--- src/rtl/turn_brake_cmd_gen_if.sv ---
// Command bus between the driver controls and the turn/brake command generator.
// With TURN_BRAKE_HAZARD_EN defined the bus also carries the raw hazard switch.
interface turn_brake_cmd_gen_if;
   logic brake_sw_i;
   logic stalk_left_i;
   logic stalk_right_i;
   logic cancel_i;
`ifdef TURN_BRAKE_HAZARD_EN
   logic hazard_sw_i;
`endif
   logic brake;
   logic turn_right;
   logic turn_left;

`ifdef TURN_BRAKE_HAZARD_EN
   modport master (output brake_sw_i, stalk_left_i, stalk_right_i, cancel_i, hazard_sw_i,
                   input  brake, turn_right, turn_left);
   modport slave  (input  brake_sw_i, stalk_left_i, stalk_right_i, cancel_i, hazard_sw_i,
                   output brake, turn_right, turn_left);
`else
   modport master (output brake_sw_i, stalk_left_i, stalk_right_i, cancel_i,
                   input  brake, turn_right, turn_left);
   modport slave  (input  brake_sw_i, stalk_left_i, stalk_right_i, cancel_i,
                   output brake, turn_right, turn_left);
`endif
endinterface

--- src/rtl/turn_brake_cmd_gen.sv ---
// Brake/turn command front end: sync + debounce of raw switches, latched self-cancelling turns.
// Optional hazard input enabled by defining TURN_BRAKE_HAZARD_EN.
module turn_brake_cmd_gen #(
   parameter int DEB_CYCLES   = 4,
   parameter int TURN_TIMEOUT = 64
) (
   input  logic                 clk,
   input  logic                 rst_n,
   turn_brake_cmd_gen_if.slave  bus
);
`ifdef TURN_BRAKE_HAZARD_EN
   localparam int NIN  = 4;
   localparam int I_HZ = 3;
`else
   localparam int NIN  = 3;
`endif
   localparam int I_BRK = 0;
   localparam int I_L   = 1;
   localparam int I_R   = 2;
   localparam int CW    = $clog2(DEB_CYCLES);
   localparam int TW    = $clog2(TURN_TIMEOUT + 1);
   localparam logic [CW-1:0] CNT_LAST = CW'(DEB_CYCLES - 1);
   localparam logic [TW-1:0] T_LAST   = TW'(TURN_TIMEOUT - 1);
   localparam logic [TW-1:0] T_MAX    = TW'(TURN_TIMEOUT);

   typedef enum logic [1:0] {IDLE = 2'd0, LEFT = 2'd1, RIGHT = 2'd2} state_t;

   logic [NIN-1:0] raw;
   logic [NIN-1:0] sync1_q, sync2_q;
   logic [NIN-1:0] deb_q, deb_d;
   logic [CW-1:0]  cnt_q [NIN];
   logic [CW-1:0]  cnt_d [NIN];
   logic [1:0]     stk_prev_q;
   state_t         state_q, state_d;
   logic [TW-1:0]  tmr_q, tmr_d;
   logic           l_rise, r_rise, held, hz;

   function automatic logic [TW-1:0] sat_inc(input logic [TW-1:0] v);
      return (v == T_MAX) ? v : v + 1'b1;
   endfunction

`ifdef TURN_BRAKE_HAZARD_EN
   assign raw = {bus.hazard_sw_i, bus.stalk_right_i, bus.stalk_left_i, bus.brake_sw_i};
   assign hz  = deb_q[I_HZ];
`else
   assign raw = {bus.stalk_right_i, bus.stalk_left_i, bus.brake_sw_i};
   assign hz  = 1'b0;
`endif

   // Debounce: accept a new level only after DEB_CYCLES consecutive differing samples
   always_comb begin
      for (int i = 0; i < NIN; i++) begin
         deb_d[i] = deb_q[i];
         cnt_d[i] = '0;
         if (sync2_q[i] != deb_q[i]) begin
            if (cnt_q[i] == CNT_LAST) deb_d[i] = sync2_q[i];
            else                      cnt_d[i] = cnt_q[i] + 1'b1;
         end
      end
   end

   assign l_rise = deb_q[I_L] & ~stk_prev_q[0];
   assign r_rise = deb_q[I_R] & ~stk_prev_q[1];

   // Turn FSM: opposite rise > cancel > same-side rise > timeout
   always_comb begin
      state_d = state_q;
      case (state_q)
         IDLE: begin
            if (l_rise && !r_rise)      state_d = LEFT;
            else if (r_rise && !l_rise) state_d = RIGHT;
         end
         LEFT: begin
            if (r_rise)               state_d = RIGHT;
            else if (bus.cancel_i)    state_d = IDLE;
            else if (l_rise)          state_d = IDLE;
            else if (tmr_q == T_LAST) state_d = IDLE;
         end
         RIGHT: begin
            if (l_rise)               state_d = LEFT;
            else if (bus.cancel_i)    state_d = IDLE;
            else if (r_rise)          state_d = IDLE;
            else if (tmr_q == T_LAST) state_d = IDLE;
         end
         default: state_d = IDLE;
      endcase
      if (hz) state_d = IDLE;

      held = ((state_q == LEFT) && deb_q[I_L]) || ((state_q == RIGHT) && deb_q[I_R]);
      if ((state_d != state_q) || (state_q == IDLE) || held) tmr_d = '0;
      else                                                   tmr_d = sat_inc(tmr_q);
   end

   always_ff @(posedge clk) begin
      if (!rst_n) begin
         sync1_q    <= '0;
         sync2_q    <= '0;
         deb_q      <= '0;
         stk_prev_q <= '0;
         state_q    <= IDLE;
         tmr_q      <= '0;
         for (int i = 0; i < NIN; i++) cnt_q[i] <= '0;
      end else begin
         sync1_q    <= raw;
         sync2_q    <= sync1_q;
         deb_q      <= deb_d;
         stk_prev_q <= {deb_q[I_R], deb_q[I_L]};
         state_q    <= state_d;
         tmr_q      <= tmr_d;
         for (int i = 0; i < NIN; i++) cnt_q[i] <= cnt_d[i];
      end
   end

   assign bus.brake      = deb_q[I_BRK];
   assign bus.turn_left  = (state_q == LEFT)  | hz;
   assign bus.turn_right = (state_q == RIGHT) | hz;
endmodule

--- src/flat_wrapper.sv ---
// flat-port wrapper written by rule: the top's interface ports become plain ports
module turn_brake_cmd_gen_flat 
#(
   parameter int DEB_CYCLES   = 4,
   parameter int TURN_TIMEOUT = 64
)
  (clk, rst_n, bus_brake_sw_i, bus_stalk_left_i, bus_stalk_right_i, bus_cancel_i, bus_brake, bus_turn_right, bus_turn_left);
  turn_brake_cmd_gen_if bus_i ();
  input  logic clk;
  input  logic rst_n;
  input wire logic [$bits(bus_i.brake_sw_i)-1:0] bus_brake_sw_i;
  input wire logic [$bits(bus_i.stalk_left_i)-1:0] bus_stalk_left_i;
  input wire logic [$bits(bus_i.stalk_right_i)-1:0] bus_stalk_right_i;
  input wire logic [$bits(bus_i.cancel_i)-1:0] bus_cancel_i;
  output wire logic [$bits(bus_i.brake)-1:0] bus_brake;
  output wire logic [$bits(bus_i.turn_right)-1:0] bus_turn_right;
  output wire logic [$bits(bus_i.turn_left)-1:0] bus_turn_left;
  assign bus_i.brake_sw_i = bus_brake_sw_i;
  assign bus_i.stalk_left_i = bus_stalk_left_i;
  assign bus_i.stalk_right_i = bus_stalk_right_i;
  assign bus_i.cancel_i = bus_cancel_i;
  assign bus_brake = bus_i.brake;
  assign bus_turn_right = bus_i.turn_right;
  assign bus_turn_left = bus_i.turn_left;
  turn_brake_cmd_gen #(.DEB_CYCLES(DEB_CYCLES), .TURN_TIMEOUT(TURN_TIMEOUT)) u_core (.clk(clk), .rst_n(rst_n), .bus(bus_i));
endmodule
--- config.mk ---
export PLATFORM = sky130hd
export DESIGN_NAME = turn_brake_cmd_gen_flat
export DESIGN_NICKNAME = d
export VERILOG_FILES = /design/src/rtl/turn_brake_cmd_gen_if.sv /design/src/rtl/turn_brake_cmd_gen.sv /design/src/flat_wrapper.sv
export SDC_FILE = /design/constraint.sdc
export NUM_CORES = 1
export LEC_CHECK = 0
export BUFFER_PORTS_ARGS = -buffer_cell sky130_fd_sc_hd__buf_2
export CORE_MARGIN = 2
export CORE_UTILIZATION = 30
export DETAILED_ROUTE_END_ITERATION = 10
export PLACE_DENSITY_LB_ADDON = 0.05
export SLEW_MARGIN = 25
export SYNTH_ARGS = -nofsm -noshare
export SYNTH_HDL_FRONTEND = slang
export SYNTH_SLANG_ARGS = --single-unit
--- constraint.sdc ---
create_clock -name clk -period 1.6 [get_ports clk]
set_input_delay 0.4 -clock clk [delete_from_list [all_inputs] [get_ports clk]]
set_output_delay 0.4 -clock clk [all_outputs]
set_load 0.01 [all_outputs]
==> impl_metrics.tcl <==
set metrics [dict create \
    diodes 0 \
    clkLatencyLatePin_ns 0.32 \
    rsz0062_at_grt "false" \
    min_to "u_core.sync1_q[2]$_SDFF_PN0_" \
    placed_area_mm2 0.00117 \
    post-route-util_pct 36.1 \
    root_buffer "clkbuf_4" \
    drv_cap 0 \
    initial_utilization_pct 31.9 \
    met2_usage_pct 14.3 \
    r2r_cells 5 \
    first_pass_iters 2 \
    synth_cell_types 34 \
    routed_wl_um 1600 \
    synth-simple-area-share_pct 29.8 \
    die_h_um 64.0 \
    grt_max_degree 21 \
    cts_hold_buf 0 \
    async_reset_ff_share_pct 0 \
    synthToLayoutAreaGrowth_pct 13.2 \
    rr_endpoint "u_core.tmr_q[0]$_SDFFE_PP0P_" \
    rrSetupSlack_ns 0.28 \
    die-area_mm2 0.00410 \
    path_clk_slew_ns 0.14 \
    cts_sinks 26 \
    min_period_over_period_pct 94.6 \
    ctsHtreeMaxLevel 1 \
    powerDensity_mw_per_mm2 929 \
    ys_ff_latch 26 \
    outcome "complete, no violations" \
    final_hold_viol_count 0 \
    drc 0 \
    io_pins 9 \
    grt.total_usage_pct 8.73 \
    path_cells "and2b_1 -> buf_2" \
    wl_per_cell_um 10.2 \
    end_kind "output pin" \
    design_area_mm2 0.00122 \
    drt_iter0_drc 22 \
    ir_drop_mv 0.318 \
    synth_compound_area_share_pct 4.40 \
    hpwl_um 1230 \
    postSynthAreaPerCell_um2 10.8 \
    drive_gt1_share_pct 20.0 \
    synth_fa_ha_area_share_pct 5.79 \
    dr_total_vias 679 \
    use_met1_pct 10.7 \
    slew_violations 0 \
    worstSetupStartpointType "register" \
    cts_resized 0 \
    fin_nets 122 \
    power_leakage_nw 0.503 \
    first_global_vias 635 \
    vias_per_cell 4.35 \
    tns_ns 0 \
    worstHoldPathType "input port to register" \
    crit-reg2reg-launch "u_core.tmr_q[0]$_SDFFE_PP0P_" \
    io_buffers 8 \
    final_cell_mix "dfxtp_1 (26), and2_1 (8), buf_2 (8), nor2_1 (7), ha_1 (5)" \
    post_cts_buffers 0 \
    cts_tree "yes" \
    max_stage_delay_ns 0.43 \
    skew_ns 0.00438 \
    numCtsBuffers 3 \
    synth_top_family_by_area "simple AND/OR/NAND/NOR gates" \
    max_freq_mhz 661 \
    crit_slowest_cell "dfxtp_1" \
    crit_buf_inv 1 \
    synth_edf_count 0 \
    crit_fanout 6 \
    synthFlopType "dfxtp_1" \
    period_needed_ns 1.51 \
    worstHoldPathCells 2 \
    hold_start "bus_stalk_right_i" \
    synthesis.nets 111 \
    rows 21 \
    cts_buffer_depth 2 \
    yosys_warnings 0 \
    grt.overflow.total 0 \
    critPathKind "register to output pin" \
    post_synth_mux_area_share_pct 3.71 \
    gp_congestion 0.713 \
    synthCells 100 \
    setup_viol 0 \
    gr-max-usage-layer "met2" \
    syn-cell-area_mm2 0.00108 \
    synthXorXnorAreaFrac_pct 5.68 \
    grt_pass1_wl_um 2780 \
    synth_seq_area_share_pct 48.2 \
    ant_nets 0 \
    coreArea_mm2 0.00339 \
    nFillCells 348 \
    critPathTopFamily "flip-flops" \
    relSlewSlack_pct 78.3 \
    antenna_found_initial 0 \
    met3_usage_pct 1.58 \
    die_x_um 64.0 \
    worst_pin_slew_ns 0.325 \
    critical_path_required_ns 1.20 \
    arrival_ns 1.11 \
    layout_commonest_cell "dfxtp_1" \
]
report_power, final:
group	switching [mW]	total [mW]	internal [mW]
sequential	0.00388	0.661	0.657
clock	0.193	0.446	0.253
combinational	0.0141	0.0290	0.0149
per-layer routing:
metal	share of wire [%]	wire, um	up-vias
li1	-	-	360
met1	49	782	310
met2	47	756	7
met3	2.3	37	2
met4	1.3	21	0
met5	0	0	-
per-stage QoR:
stage,hold slack [ns],instances,setup slack (ns),total power [mW]
after global placement,0.416,152,0.325,0.704
after CTS,0.257,156,0.0665,1.15
after floorplan,0.405,100,0.403,0.695
after detailed placement,0.422,152,0.291,0.705
after global routing,0.263,156,0.0106,1.18
final,0.276,156,0.0862,1.14
registers in the layout (all words and copies together) (netlist names):
register,flops
u_core.cnt_q,6
u_core.deb_q,3
u_core.state_q,2
u_core.stk_prev_q,2
u_core.sync1_q,3
u_core.sync2_q,3
u_core.tmr_q,7
worst max path at each step:
stage                                      start                      endpoint  slack (ns)  cells past startpoint
finish              u_core.state_q[1]$_SDFF_PN0_                 bus_turn_left        0.09                      2
global route        u_core.state_q[1]$_SDFF_PN0_                 bus_turn_left        0.01                      2
CTS                 u_core.state_q[1]$_SDFF_PN0_                 bus_turn_left        0.07                      2
detailed placement  u_core.tmr_q[0]$_SDFFE_PP0P_  u_core.tmr_q[0]$_SDFFE_PP0P_        0.29                      5
global placement    u_core.tmr_q[1]$_SDFFE_PP0P_  u_core.state_q[0]$_SDFF_PN0_        0.33                      5
floorplan           u_core.tmr_q[0]$_SDFFE_PP0P_  u_core.tmr_q[0]$_SDFFE_PP0P_        0.40                      5
cell type report:
| type | count | area (um^2) | share of cell area [%] |
|---|---|---|---|
| clock buffer | 3 | 22.5 | 1.84 |
| clock inverter | 1 | 30.0 | 2.46 |
| inverter | 5 | 18.8 | 1.54 |
| multi-input combinational | 67 | 533 | 43.6 |
| sequential | 26 | 520 | 42.6 |
| tap | 46 | 57.6 | 4.71 |
| timing repair buffer | 8 | 40.0 | 3.28 |
worst register-to-register path, stage by stage (launching register included):
cell	delay, ns
dfxtp_1	0.41
ha_1	0.21
and3_2	0.23
nand4b_2	0.17
nand4_4	0.16
nor2_1	0.06
synthesized netlist by cell type (3+ instances only):
cell     number  area share (%)
dfxtp_1      26              48
nor2b_1       3             1.7
nand2_1       4             1.4
ha_1          5             5.8
nor2_1        7             2.4
nand3_1       4             1.9
mux2i_1       4             3.7
and2_1        8             4.6
inv_1         4             1.4
xor2_1        3             2.4
xnor2_1       4             3.2
a21oi_1       3             1.4
cell families (layout without fill, tap and decap cells):
family	count (synthesis)	in the layout
AO/OA/AOI/OAI	6	6
XOR/XNOR	7	7
adder cells (fa/ha/maj)	5	5
buffers and inverters	7	17
flip-flops	26	26
multiplexers	4	4
AND/OR/NAND/NOR	45	45
Note: power is estimated with default switching activity, not from simulation.
